<file path="src/rtl/program_boot_sequencer.sv">
// Boot sequencer: copies the init BRAM into instruction memory while holding the core in
// reset, then paces the core with single-cycle clock-enable ticks until it reports done.
module program_boot_sequencer #(
    parameter int NUM_INSTRUCTIONS = 28,
    parameter int ADDR_WIDTH       = 6,
    parameter int DATA_WIDTH       = 32,
    parameter int BRAM_LATENCY     = 2,
    parameter int STEP_DIV         = 65536
) (
    input  logic                  pixel_clk_in,
    input  logic                  rst_in,
    input  logic                  start_in,
    input  logic                  step_mode_in,
    input  logic                  step_in,
    input  logic                  proc_done_in,
    output logic [ADDR_WIDTH-1:0] bram_addr_out,
    input  logic [DATA_WIDTH-1:0] bram_data_in,
    output logic                  imem_we_out,
    output logic [ADDR_WIDTH-1:0] imem_addr_out,
    output logic [DATA_WIDTH-1:0] imem_data_out,
    output logic                  proc_rst_out,
    output logic                  proc_tick_out,
    output logic                  loaded_out,
    output logic [2:0]            state_out
);

    localparam int DIV_WIDTH = $clog2(STEP_DIV);
    localparam logic [ADDR_WIDTH-1:0] LAST_ADDR = ADDR_WIDTH'(NUM_INSTRUCTIONS - 1);
    localparam logic [DIV_WIDTH-1:0]  DIV_LAST  = DIV_WIDTH'(STEP_DIV - 1);

    typedef enum logic [2:0] {
        S_IDLE  = 3'd0,
        S_LOAD  = 3'd1,
        S_DRAIN = 3'd2,
        S_RUN   = 3'd3,
        S_HALT  = 3'd4
    } state_t;

    state_t                                   state_q, state_d;
    logic [ADDR_WIDTH-1:0]                    cnt_q, cnt_d;
    logic [BRAM_LATENCY-1:0]                  pipe_valid_q, pipe_valid_d;
    logic [BRAM_LATENCY-1:0][ADDR_WIDTH-1:0]  pipe_addr_q, pipe_addr_d;
    logic [DIV_WIDTH-1:0]                     div_q, div_d;
    logic                                     tick_q, tick_d;
    logic                                     last_write;

    // The write for address k leaves the last stage in the same cycle its BRAM data arrives.
    assign last_write = pipe_valid_q[BRAM_LATENCY-1] &&
                        (pipe_addr_q[BRAM_LATENCY-1] == LAST_ADDR);

    always_comb begin
        state_d = state_q;
        cnt_d   = cnt_q;
        case (state_q)
            S_IDLE: begin
                if (start_in) begin
                    state_d = S_LOAD;
                    cnt_d   = '0;
                end
            end
            S_LOAD: begin
                if (cnt_q == LAST_ADDR) begin
                    state_d = S_DRAIN;
                end else begin
                    cnt_d = cnt_q + ADDR_WIDTH'(1);
                end
            end
            S_DRAIN: begin
                if (last_write) begin
                    state_d = S_RUN;
                end
            end
            S_RUN: begin
                if (start_in) begin
                    state_d = S_LOAD;
                    cnt_d   = '0;
                end else if (proc_done_in) begin
                    state_d = S_HALT;
                end
            end
            S_HALT: begin
                if (start_in) begin
                    state_d = S_LOAD;
                    cnt_d   = '0;
                end
            end
            default: state_d = S_IDLE;
        endcase
    end

    always_comb begin
        pipe_valid_d    = '0;
        pipe_addr_d     = '0;
        pipe_valid_d[0] = (state_q == S_LOAD);
        pipe_addr_d[0]  = cnt_q;
        for (int i = 1; i < BRAM_LATENCY; i++) begin
            pipe_valid_d[i] = pipe_valid_q[i-1];
            pipe_addr_d[i]  = pipe_addr_q[i-1];
        end
    end

    // Divider idles at zero outside free-run RUN, so RUN entry and mode changes restart it.
    always_comb begin
        div_d  = '0;
        tick_d = 1'b0;
        if ((state_q == S_RUN) && !step_mode_in) begin
            div_d = (div_q == DIV_LAST) ? '0 : div_q + DIV_WIDTH'(1);
        end
        if ((state_q == S_RUN) && !proc_done_in && !start_in) begin
            tick_d = step_mode_in ? step_in : (div_q == DIV_LAST);
        end
    end

    always_ff @(posedge pixel_clk_in) begin
        if (!rst_in) begin
            state_q      <= S_IDLE;
            cnt_q        <= '0;
            pipe_valid_q <= '0;
            pipe_addr_q  <= '0;
            div_q        <= '0;
            tick_q       <= 1'b0;
        end else begin
            state_q      <= state_d;
            cnt_q        <= cnt_d;
            pipe_valid_q <= pipe_valid_d;
            pipe_addr_q  <= pipe_addr_d;
            div_q        <= div_d;
            tick_q       <= tick_d;
        end
    end

    assign bram_addr_out = (state_q == S_LOAD) ? cnt_q : '0;
    assign imem_we_out   = pipe_valid_q[BRAM_LATENCY-1];
    assign imem_addr_out = imem_we_out ? pipe_addr_q[BRAM_LATENCY-1] : '0;
    assign imem_data_out = imem_we_out ? bram_data_in : '0;
    assign proc_rst_out  = !((state_q == S_RUN) || (state_q == S_HALT));
    assign loaded_out    = (state_q == S_RUN) || (state_q == S_HALT);
    assign proc_tick_out = tick_q;
    assign state_out     = state_q;

endmodule
</file>
<file path="config.mk">
export PLATFORM = sky130hd
export DESIGN_NAME = program_boot_sequencer
export DESIGN_NICKNAME = d
export VERILOG_FILES = /design/src/rtl/program_boot_sequencer.sv
export SDC_FILE = /design/constraint.sdc
export NUM_CORES = 1
export LEC_CHECK = 0
export BUFFER_PORTS_ARGS = -buffer_cell sky130_fd_sc_hd__buf_2
export CELL_PAD_IN_SITES_DETAIL_PLACEMENT = 1
export CELL_PAD_IN_SITES_GLOBAL_PLACEMENT = 1
export CORE_MARGIN = 2
export CORE_UTILIZATION = 31
export CTS_BUF_LIST = sky130_fd_sc_hd__clkbuf_2 sky130_fd_sc_hd__clkbuf_4 sky130_fd_sc_hd__clkbuf_8
export DETAILED_ROUTE_END_ITERATION = 12
export PLACE_DENSITY_LB_ADDON = 0.1
export SLEW_MARGIN = 25
export SYNTH_ARGS = -nofsm -noshare
export SYNTH_HDL_FRONTEND = slang
export SYNTH_SLANG_ARGS = --single-unit
</file>
<file path="constraint.sdc">
create_clock -name pixel_clk_in -period 1.45 [get_ports pixel_clk_in]
set_input_delay 0.145 -clock pixel_clk_in [delete_from_list [all_inputs] [get_ports pixel_clk_in]]
set_output_delay 0.145 -clock pixel_clk_in [all_outputs]
set_load 0.05 [all_outputs]
</file>
**Yosys cells after proc, flatten, opt, wreduce, memory -nomap -nowiden**

Index checks and enable logic that the tools add are counted.

- Bits in registers: 40
- Input bits: 38
- Logic and storage cells: 54

- Mux-type cells: 13
- Equal/unequal tests: 13
- Add/subtract/negate cells: 2
- Bitwise operators: 2
- Reduce and logical (&&, ||, !) cells: 17

Operator list:

| cell | number |
|---|---|
| $mux W32 | 1 |
| $mux W6 | 4 |
| $add A16 B1 Y16 const B | 1 |
| $eq A16 B16 Y1 const B | 1 |
| $mux W3 | 5 |
| $eq A6 B5 Y1 const B | 2 |
| $pmux W3 S4 | 1 |
| $pmux W6 S2 | 1 |
| $add A6 B1 Y6 const B | 1 |
| $eq A3 B2 Y1 const B | 2 |
| $ne A2 B1 Y1 const B | 3 |
| $reduce_or A3 Y1 | 2 |
| $logic_and A1 B1 Y1 | 4 |
| $logic_not A1 Y1 | 4 |
| $ne A2 B2 Y1 const B | 2 |
| $reduce_and A4 Y1 | 1 |
| $eq A3 B1 Y1 const B | 1 |
| $eq A3 B3 Y1 const B | 1 |
| $logic_not A3 Y1 | 1 |
| $ne A3 B3 Y1 const B | 1 |
| $reduce_and A3 Y1 | 1 |
| $not A1 Y1 | 2 |
| $reduce_and A2 Y1 | 1 |
| $reduce_bool A2 Y1 | 1 |
| other kinds (3) | 3 |

**Longest topological paths before layout**

Gate-level depths: netlist (run 1).

- Word-level depth: 4
- Depth in mapped cells: 6
- Depth with buffers taken out: 5

**Worst setup path before layout (run 1)**

Ideal clock, no wire load.

- Kind: flip-flop to output port
- Start: register state_q[0] (netlist: state_out[0])
- End: output port proc_rst_out
- Data arrival time: 1793 ps
- Data required time: 1305 ps
- Stages on the path, launching flop included: 6
- Path slack: -488 ps
- Buffers on the path: 1
- Path through: dfxtp_1 buf_2 nor2_1 nand2_1 nand2_1 inv_1

- Longest elaborated chain between the ends: 3

Ends and longest elaborated chain:

| item | RTL line | source |
|---|---|---|
| from (decl) | 39 | `state_t state_q, state_d;` |
| from (signal assigned) | 123 | `state_q <= state_d;` |
| $eq A3 B2 Y1 or $eq A3 B3 Y1 (tied branches) | - |  |
| $logic_or A1 B1 Y1 (*) | - |  |
| named net loaded_out | 23 | `output logic loaded_out,` |
| $logic_not A1 Y1 (*) | 136 | `assign proc_rst_out = !((state_q == S_RUN) \|\| (state_q == S_HALT));` |
| to (decl) | 21 | `output logic proc_rst_out,` |

The timed path passes the listed nets; every way through them passes the cells marked *.

**Worst setup path after layout (run 1)**

- Start: register state_q[2] (netlist: state_out[2])
- End: output port bram_addr_out[2]

- Longest elaborated chain between the ends: 2

Ends and longest elaborated chain:

| item | RTL line | source |
|---|---|---|
| $eq A3 B1 Y1 | 132 | `assign bram_addr_out = (state_q == S_LOAD) ? cnt_q : '0;` |
| $mux W6 | 132 |  |
| to (decl) | 16 | `output logic [ADDR_WIDTH-1:0] bram_addr_out,` |

No other way between the ends.

==> results.yml, run 1 <==
logic_synthesis:
  synth.mux.area_fraction_pct: 0.514
  syn_nets: 264
  synth_top_family_by_area: "simple AND/OR/NAND/NOR gates"
  yosys.area_share.simple_pct: 38.2
  synth-edff-count: 0
  synth-xor-area-share_pct: 7.19
  synth-seq-cells: 40
  synthAdderAreaFrac_pct: 1.28
  synth_compound_area_share_pct: 7.90
  synth_area_um2: 1950
  avgSynthCellArea_um2: 8.70
  yosys_warnings: 0
  synth_cell_type_count: 40
  yosysSeqAreaShare_pct: 41.1
  synthCells: 224
  synth_flop_cell: "dfxtp_1"
  async_flop_share_pct: 0
timing:
  min_period_ps: 1510
  fin_setup_tns_ps: -367
  timing.final.ws_setup_ps: -64.2
  clock.fmax_mhz: 660
  hold_viol_final: 0
  fin_crit_sh_pct: 104
  setup_violations: 7
  grt_setup_unrepaired: "true"
  max_slew_margin_pct: 60.0
  drv_slew: 0
  worst_pin_slew_ps: 594
  finClkSkew_ps: 2.27
floorplan:
  dieArea_um2: 6930
  core_area_um2: 5990
  num_rows: 28
  die_x_um: 83.3
  die_height_um: 83.3
  num_io_pins: 89
  start_util_pct: 32.5
setup_path:
  reg2reg_depth: 4
  path_max_fanout: 4
  timing.rr.end: "cnt_q[5]"
  worst-setup-path-type: "flip-flop to primary output"
  worst_ep_required_time_ps: 1310
  critical_path_arrival_ps: 1370
  reg2reg_setup_slack_ps: 60
  cp-start-kind: "flip-flop"
  cp-end-kind: "primary output"
  r2r-start: "state_out[1]"
global_route:
  grt_max_degree: 24
  globalRouteOverflowTotal: 0
  first_global_vias: 1949
  antenna_found_initial: 0
  grtUsageTotal_pct: 16.4
  grt_pass1_wl_um: 9430
clocking:
  cts_max_level: 2
  cts_root_buf: "clkbuf_8"
  insertion_delay_ps: 290
  cts_tree: "built"
  hold_buffers: 0
  cts.sinks: 40
  clock_path_buffers: 2
  clk_pin_slew_ps: 80
  cts_made_buffers: 5
layout:
  fill_cells: 747
  syn2layout_area_growth_pct: 57.0
  fin_cells: 417
  nets: 381
  final_common_cell: "buf_2"
  post-route-util_pct: 51.1
  drive_gt1_share_pct: 54.4
  antenna_cells: 0
  layout_common_cells: "buf_2 (79), dfxtp_1 (34), and2_2 (31), buf_4 (28), nor2_1 (23)"
routing:
  antenna_left: 0
  viasPerCell: 4.78
  drc_errors: 0
  vias: 1992
  routed_wl_um: 5710
  drt-wirelength-per-cell_um: 13.7
  first_iter_violations: 22
  first_pass_iters: 4
pwr:
  peakVddDrop_v: 0.000406
  finalPower_mw: 2.72
  p_leak_nw: 1.42
  cellPowerDensity_nw_per_um2: 890
run_status:
  outcome: "finished with violations"
  violations: "setup timing"
place:
  gp_congestion: 0.728
  placedCellCount: 402
  port_buffers: 88
  place_hpwl_um: 4110
hold_path:
  hold_end: "proc_tick_out"
  worstHoldPathType: "input port to flip-flop"
  holdPathStages: 3
  hp-start: "step_in"
flow_run:
  maxCapViolations: 0
-- cell usage after synthesis (2+ instances only) --
library cell	n	area [um2]
o211a_1	3	30.0
nor4_1	4	25.0
clkbuf_1	7	26.3
buf_2	2	10.0
nor3_1	7	35.0
nor2_1	23	86.3
dfxtp_1	40	801
nand4_1	5	31.3
and4_1	3	26.3
xor2_1	2	17.5
inv_1	6	22.5
xnor2_1	14	123
a21oi_1	4	20.0
nand3_1	5	25.0
o21ai_0	3	15.0
o221ai_1	2	17.5
nand4b_1	5	43.8
and2_1	58	363
nor2b_1	3	18.8
nand2_1	7	26.3
ha_1	2	25.0
-- kinds of logic after synthesis --
family | count (synthesis)
flip-flops | 40
AND/OR/NAND/NOR | 127
XOR/XNOR | 16
buffers and inverters | 17
multiplexers | 1
adder cells (fa/ha/maj) | 2
AO/OA/AOI/OAI | 21
-- power by group --
part	switching, mW	internal [mW]	total [mW]
combinational	0.209	0.141	0.350
sequential	0.00799	1.11	1.12
clock	0.395	0.861	1.26
total	0.612	2.11	2.72
-- routing by layer --
layer / vias up / share of wire, % / track usage, %
li1: 985 / - / -
met1: 927 / 44 / 19.9
met2: 71 / 49 / 28.3
met3: 9 / 5.8 / 3.48
met4: 0 / 1.6 / 5.96
met5: - / 0 / 0
-- sequential cells by signal, summed over array words and instances (netlist names) --
register and flops:
proc_tick_out 1, pipe_valid_q 2, cnt_q 6, state_out 3, div_q 16, pipe_addr_d 6
pipe_addr_q 6
-- worst max-delay path: stages (launching register included) --
cell     delay [ps]
dfxtp_4         360
nor3b_4         260
buf_4           170
and2_4          140
buf_8           140
-- how the worst max path moves through the flow --
stage	slack (ps)	from	cells after the start	endpoint
after detailed placement	-10	div_q[0]	5	div_q[14]
after global routing	-120	state_out[0]	4	bram_addr_out[5]
final	-60	state_out[2]	4	bram_addr_out[2]
after global placement	20	div_q[0]	5	div_q[14]
after floorplan	-20	state_out[1]	4	proc_rst_out
after CTS	-40	state_out[2]	4	bram_addr_out[5]
-- cell type report --
type                       instances  area, um2  area share, %
clock inverter                     3       90.1           2.94
multi-input combinational        167       1180           38.5
inverter                           6       26.3          0.859
tap                               75       93.8           3.07
sequential                        40        811           26.5
clock buffer                       5       68.8           2.25
timing repair buffer             121        791           25.8
-- per-stage QoR --
step	area, um2	hold WS [ps]	worst slack [ps]
6_report	3060	98.4	-64.2
2_1_floorplan	2010	277	-16.3
5_1_grt	3060	100	-123
3_5_place_dp	2700	408	-10.1
3_3_place_gp	2700	391	15.5
4_1_cts	3000	90.3	-42.0
-- timing repair --
action                                  in CTS  in global routing
resized for setup                           33                 12
setup buffers                                5                  2
endpoints found under the setup margin       9                 53
pin swaps                                    3                  4
Power figures use the tool's default switching activity.
==> run 2: changes to the inputs <==
--- a/config.mk
+++ b/config.mk
@@ -17,3 +17,4 @@
 export SYNTH_ARGS = -nofsm -noshare
 export SYNTH_HDL_FRONTEND = slang
 export SYNTH_SLANG_ARGS = --single-unit
+export TNS_END_PERCENT = 10
==> run 2 against run 1 <==
Effect of this change: the flow still finishes with violations (setup timing); critical path type unchanged; cell count is 0.24% higher; register-to-register slack worse by 50 ps; highest routed layer unchanged; clock power is 28% lower; via count shrank 1.3%; maximum frequency rose by 2.0%; non-clock buffer count is 1 higher; routed wire length fell by 4.5%; cell area down 2.0%; first-iteration DRC count rose by 23%.
==> results.yml, run 2 (synthesis gave the netlist of run 1 again) <==
layout:
  syn2layout_area_growth_pct: 53.8
  largest_reg_flops: 16
  regMostFlops: "div_q"
  multi_input_area_um2: 1170
  antenna_cells: 0
  fill_cells: 736
  layout.area.seq_um2: 811
  drive_gt1_share_pct: 53.9
  layout_common_cells: "buf_2 (80), dfxtp_1 (36), and2_2 (31), buf_4 (31), nor2_1 (23)"
  nets: 382
  final_common_cell: "buf_2"
run_status:
  violations: "setup timing"
  outcome: "finished with violations"
routing:
  drc_errors: 0
  routed_wl_um: 5450
  vias: 1967
  antenna_left: 0
  drt-wirelength-per-cell_um: 13.0
  viasPerCell: 4.71
  first_iter_violations: 27
  first_pass_iters: 2
timing:
  drv_slew: 0
  whs_ps: 91.7
  setup_violations: 8
  timing.final.ws_setup_ps: -34.7
  max_slew_margin_pct: 72.9
  min_period_ps: 1480
  finClkSkew_ps: 6.28
  hold_viol_final: 0
  worst_pin_slew_ps: 403
  clock.fmax_mhz: 674
  grt_setup_unrepaired: "true"
  fin_crit_sh_pct: 102
clocking:
  clock_path_buffers: 2
  cts_max_level: 2
  cts_root_buf: "clkbuf_8"
  clk_pin_slew_ps: 80
  cts_tree: "built"
  cts_made_buffers: 5
  insertion_delay_ps: 290
  cts.sinks: 40
setup_path:
  path_max_fanout: 5
  path_cells: "nor3b_4 > buf_6 > and2_4 > buf_8"
  cp_top_family: "simple AND/OR/NAND/NOR gates"
  cpMaxStageDelayCell: "dfxtp_4"
  worst-setup-path-type: "flip-flop to primary output"
  slowest_delay_ps: 360
  reg2reg_setup_slack_ps: 10
  cp-end-kind: "primary output"
  cp-start-kind: "flip-flop"
  critPathBufInv: 2
  critical_path_arrival_ps: 1340
  worst_ep_required_time_ps: 1310
floorplan:
  core_area_um2: 5990
  die_height_um: 83.3
  start_util_pct: 32.5
  num_io_pins: 89
  die_x_um: 83.3
  dieArea_um2: 6930
  num_rows: 28
global_route:
  grt_max_degree: 22
  antenna_found_initial: 0
  grt_pass1_wl_um: 9310
  grtUsageTotal_pct: 15.9
  globalRouteOverflowTotal: 0
  first_global_vias: 1953
hold_path:
  worstHoldPathType: "input port to flip-flop"
flow_run:
  maxCapViolations: 0
pwr:
  peakVddDrop_v: 0.000394
  p_leak_nw: 1.40
  cellPowerDensity_nw_per_um2: 789
place:
  port_buffers: 88
  place_hpwl_um: 4230
  gp_congestion: 0.723
  dp_slack_ps: 58.8
run 2: changes by cell type in the layout (fill, tap and decap cells not counted), moves of 2 or more:
cell	before	now
bufinv_16	3	1
dfxtp_1	34	36
buf_6	6	4
dfxtp_2	5	2
buf_4	28	31
run 2: what timing repair did:
item / CTS / global route
setup endpoints to repair: 8 / 29
hold buffers: 0 / 0
resized for setup: 33 / 8
buffers inserted: 5 / 2
pin swaps: 5 / 2
run 2: worst register-to-register path, delay by kind of cell (launching register included):
family                 cells  cell delay, ps
buffers and inverters      2             260
flip-flops                 1             360
AO/OA/AOI/OAI              2             240
AND/OR/NAND/NOR            2             480
run 2: layout make-up:
| type | count | area share, % |
|---|---|---|
| Timing Repair Buffer | 122 | 26.3 |
| Clock buffer | 5 | 2.30 |
| Sequential cell | 40 | 27.1 |
| Clock inverter | 3 | 1.42 |
| Tap cell | 75 | 3.13 |
| Multi-Input combinational cell | 167 | 38.9 |
| Inverter | 6 | 0.877 |
run 2: final timing paths:
path                                    endpoint      startpoint  cells after the start
worst max-delay path            bram_addr_out[3]    state_out[2]                      4
worst min-delay path               proc_tick_out         step_in                      3
worst max register to register          cnt_q[4]    state_out[2]                      6
worst min register to register    pipe_addr_q[6]  pipe_addr_d[6]                      1
run 2: metal layers:
| layer | routed length (um) | vias up | GRT usage (%) |
|---|---|---|---|
| li1 | - | 989 | - |
| met3 | 347 | 4 | 3.68 |
| met4 | 33 | 0 | 3.87 |
| met2 | 2680 | 61 | 27.9 |
| met5 | 0 | - | 0 |
| met1 | 2390 | 913 | 19.8 |
run 2: through the flow:
| stage | TNS [ps] | util (%) | power [mW] | instance area [um2] | std cells |
|---|---|---|---|---|---|
| global route | -1040 | 50.0 | 2.47 | 3000 | 418 |
| CTS | -238 | 49.3 | 2.40 | 2960 | 416 |
| detailed placement | 0 | 45.2 | 1.47 | 2710 | 403 |
| finish | -203 | 50.0 | 2.37 | 3000 | 418 |
| floorplan | -85.5 | - | 1.35 | 2010 | 224 |
| global placement | 0 | 45.2 | 1.46 | 2710 | 403 |
run 2: power by group:
part	total, mW	internal, mW	switching [mW]
combinational	0.349	0.144	0.205
clock	0.902	0.509	0.393
sequential	1.12	1.11	0.00754
==> run 3: changes to the inputs <==
--- a/config.mk
+++ b/config.mk
@@ -9,7 +9,7 @@
 export CELL_PAD_IN_SITES_DETAIL_PLACEMENT = 1
 export CELL_PAD_IN_SITES_GLOBAL_PLACEMENT = 1
 export CORE_MARGIN = 2
-export CORE_UTILIZATION = 31
+export CORE_UTILIZATION = 30
 export CTS_BUF_LIST = sky130_fd_sc_hd__clkbuf_2 sky130_fd_sc_hd__clkbuf_4 sky130_fd_sc_hd__clkbuf_8
 export DETAILED_ROUTE_END_ITERATION = 12
 export PLACE_DENSITY_LB_ADDON = 0.1
==> run 3 against run 2 <==
Effect of this change: the run still ends with setup timing left; clock skew grew 1.8 ps; sequential power about the same; worst setup slack worse by 27 ps; combinational power decreased by 4%; critical path type unchanged; largest power group unchanged.
==> results.yml, run 3 (synthesis gave the netlist of run 1 again) <==
run_status:
  outcome: "finished with violations"
  violations: "setup timing"
routing:
  routed_wl_um: 5570
  drt-wirelength-per-cell_um: 13.3
  vias: 1928
  viasPerCell: 4.61
  first_iter_violations: 40
  first_pass_iters: 4
  drc_errors: 0
  antenna_left: 0
pwr:
  peakVddDrop_v: 0.000544
  p_leak_nw: 1.38
  cellPowerDensity_nw_per_um2: 784
  finalPower_mw: 2.35
hold_path:
  worstHoldPathType: "input port to flip-flop"
timing:
  clock.fmax_mhz: 661
  drv_slew: 0
  fin_crit_sh_pct: 104
  min_period_ps: 1510
  timing.final.ws_setup_ps: -62.1
  finClkSkew_ps: 8.08
  setup_violations: 7
  hold_viol_final: 0
  max_slew_margin_pct: 67.8
  grt_setup_unrepaired: "true"
  worst_pin_slew_ps: 478
clocking:
  cts.sinks: 40
  cts_tree: "built"
  clk_pin_slew_ps: 80
  cts_made_buffers: 5
  cts_max_level: 2
  clock_path_buffers: 2
  cts_root_buf: "clkbuf_8"
  insertion_delay_ps: 290
setup_path:
  worst-setup-path-type: "flip-flop to primary output"
  critical_path_arrival_ps: 1370
  cpMaxStageDelayCell: "dfxtp_4"
  cp-start-kind: "flip-flop"
  slowest_delay_ps: 360
  path_max_fanout: 4
  worst_ep_required_time_ps: 1310
  cp-end-kind: "primary output"
  path_cells: "nor3b_4 > buf_4 > and2_2 > buf_6"
place:
  dpl_cell_area_um2: 2720
  port_buffers: 88
  gp_congestion: 0.767
  place_hpwl_um: 4290
layout:
  layout.area.seq_um2: 813
  antenna_cells: 0
  fin_area_um2: 3000
  layout_common_cells: "buf_2 (75), and2_2 (34), dfxtp_1 (34), buf_4 (29)"
  regMostFlops: "div_q"
  drive_gt1_share_pct: 54.0
  largest_reg_flops: 16
  multi_input_area_um2: 1180
  final_common_cell: "buf_2"
  nets: 380
  fill_cells: 761
  syn2layout_area_growth_pct: 53.9
floorplan:
  die_x_um: 84.6
  num_io_pins: 89
  start_util_pct: 30.9
  core_area_um2: 6310
  die_height_um: 84.6
  dieArea_um2: 7150
  num_rows: 29
flow_run:
  maxCapViolations: 0
global_route:
  grtUsageTotal_pct: 15.5
  grt_max_degree: 22
  grt_pass1_wl_um: 9070
  first_global_vias: 1907
  antenna_found_initial: 0
  globalRouteOverflowTotal: 0
==> run 3: cell count changes in the layout (fill, tap and decap cells not counted), moves of 2 or more <==
cell      change
and2_2        +3
and2_4        -4
buf_2         -5
buf_4         -2
buf_6         +4
buf_8         -4
clkbuf_4      +5
dfxtp_1       -2
dfxtp_2       +2
==> run 3: layer usage <==
metal	part of all wire, %	vias up	wire (um)	GRT usage (%)
li1	-	978	-	-
met1	43	884	2390	18.3
met2	50	61	2790	27.9
met3	6.0	5	337	3.44
met4	1.0	0	58	4.33
met5	0	-	0	0
==> run 3: per-stage QoR <==
step / cells / hold WS [ps] / TNS, ps / worst slack (ps) / utilization [%]
after global placement: 407 / 391 / 0 / 32.5 / 43.1
after detailed placement: 407 / 395 / -6.19 / -3.11 / 43.1
final: 418 / 90.4 / -301 / -62.1 / 47.5
after floorplan: 224 / 277 / -85.5 / -69.3 / -
after global routing: 418 / 107 / -1190 / -137 / 47.5
after CTS: 417 / 80.2 / -322 / -55.5 / 46.4
==> run 3: report_power, final <==
part	internal [mW]	switching, mW	leakage (nW)
registers	1.11	0.00694	0.326
logic	0.134	0.201	1.00
clock network	0.509	0.391	0.0541
==> run 3: final timing paths <==
| path | from | end | slack (ps) | cells after the start |
|---|---|---|---|---|
| min reg2reg | pipe_addr_d[7] | pipe_addr_q[7] | 430 | 1 |
| min | step_in | proc_tick_out | 90 | 3 |
| max reg2reg | div_q[1] | div_q[14] | 10 | 5 |
| max | state_out[2] | bram_addr_out[2] | -60 | 4 |
==> run 3: area by class of cell <==
cell class | instances | area share, %
repair buffers | 120 | 25.7
multi-input cells | 167 | 39.4
clock buffers | 5 | 2.30
inverters | 6 | 0.876
clock inverters | 3 | 1.42
flip-flops and latches | 40 | 27.1
well taps | 77 | 3.21
==> run 3: critical path: cells and delay by family, from the launching register on <==
family | cells | cell delay (ps)
and+or+nand+nor | 2 | 400
DFF | 1 | 360
buffers and inverters | 2 | 320
==> run 3: timing repair <==
| action | 4_1_cts | 5_1_grt |
|---|---|---|
| setup buffers | 2 | 1 |
| pin swaps | 1 | 6 |
| hold buffers | 0 | 0 |
| endpoints found under the hold margin | 0 | 0 |
| gates resized for setup | 24 | 17 |
| gates cloned | 0 | 0 |
| setup endpoints to repair | 14 | 33 |
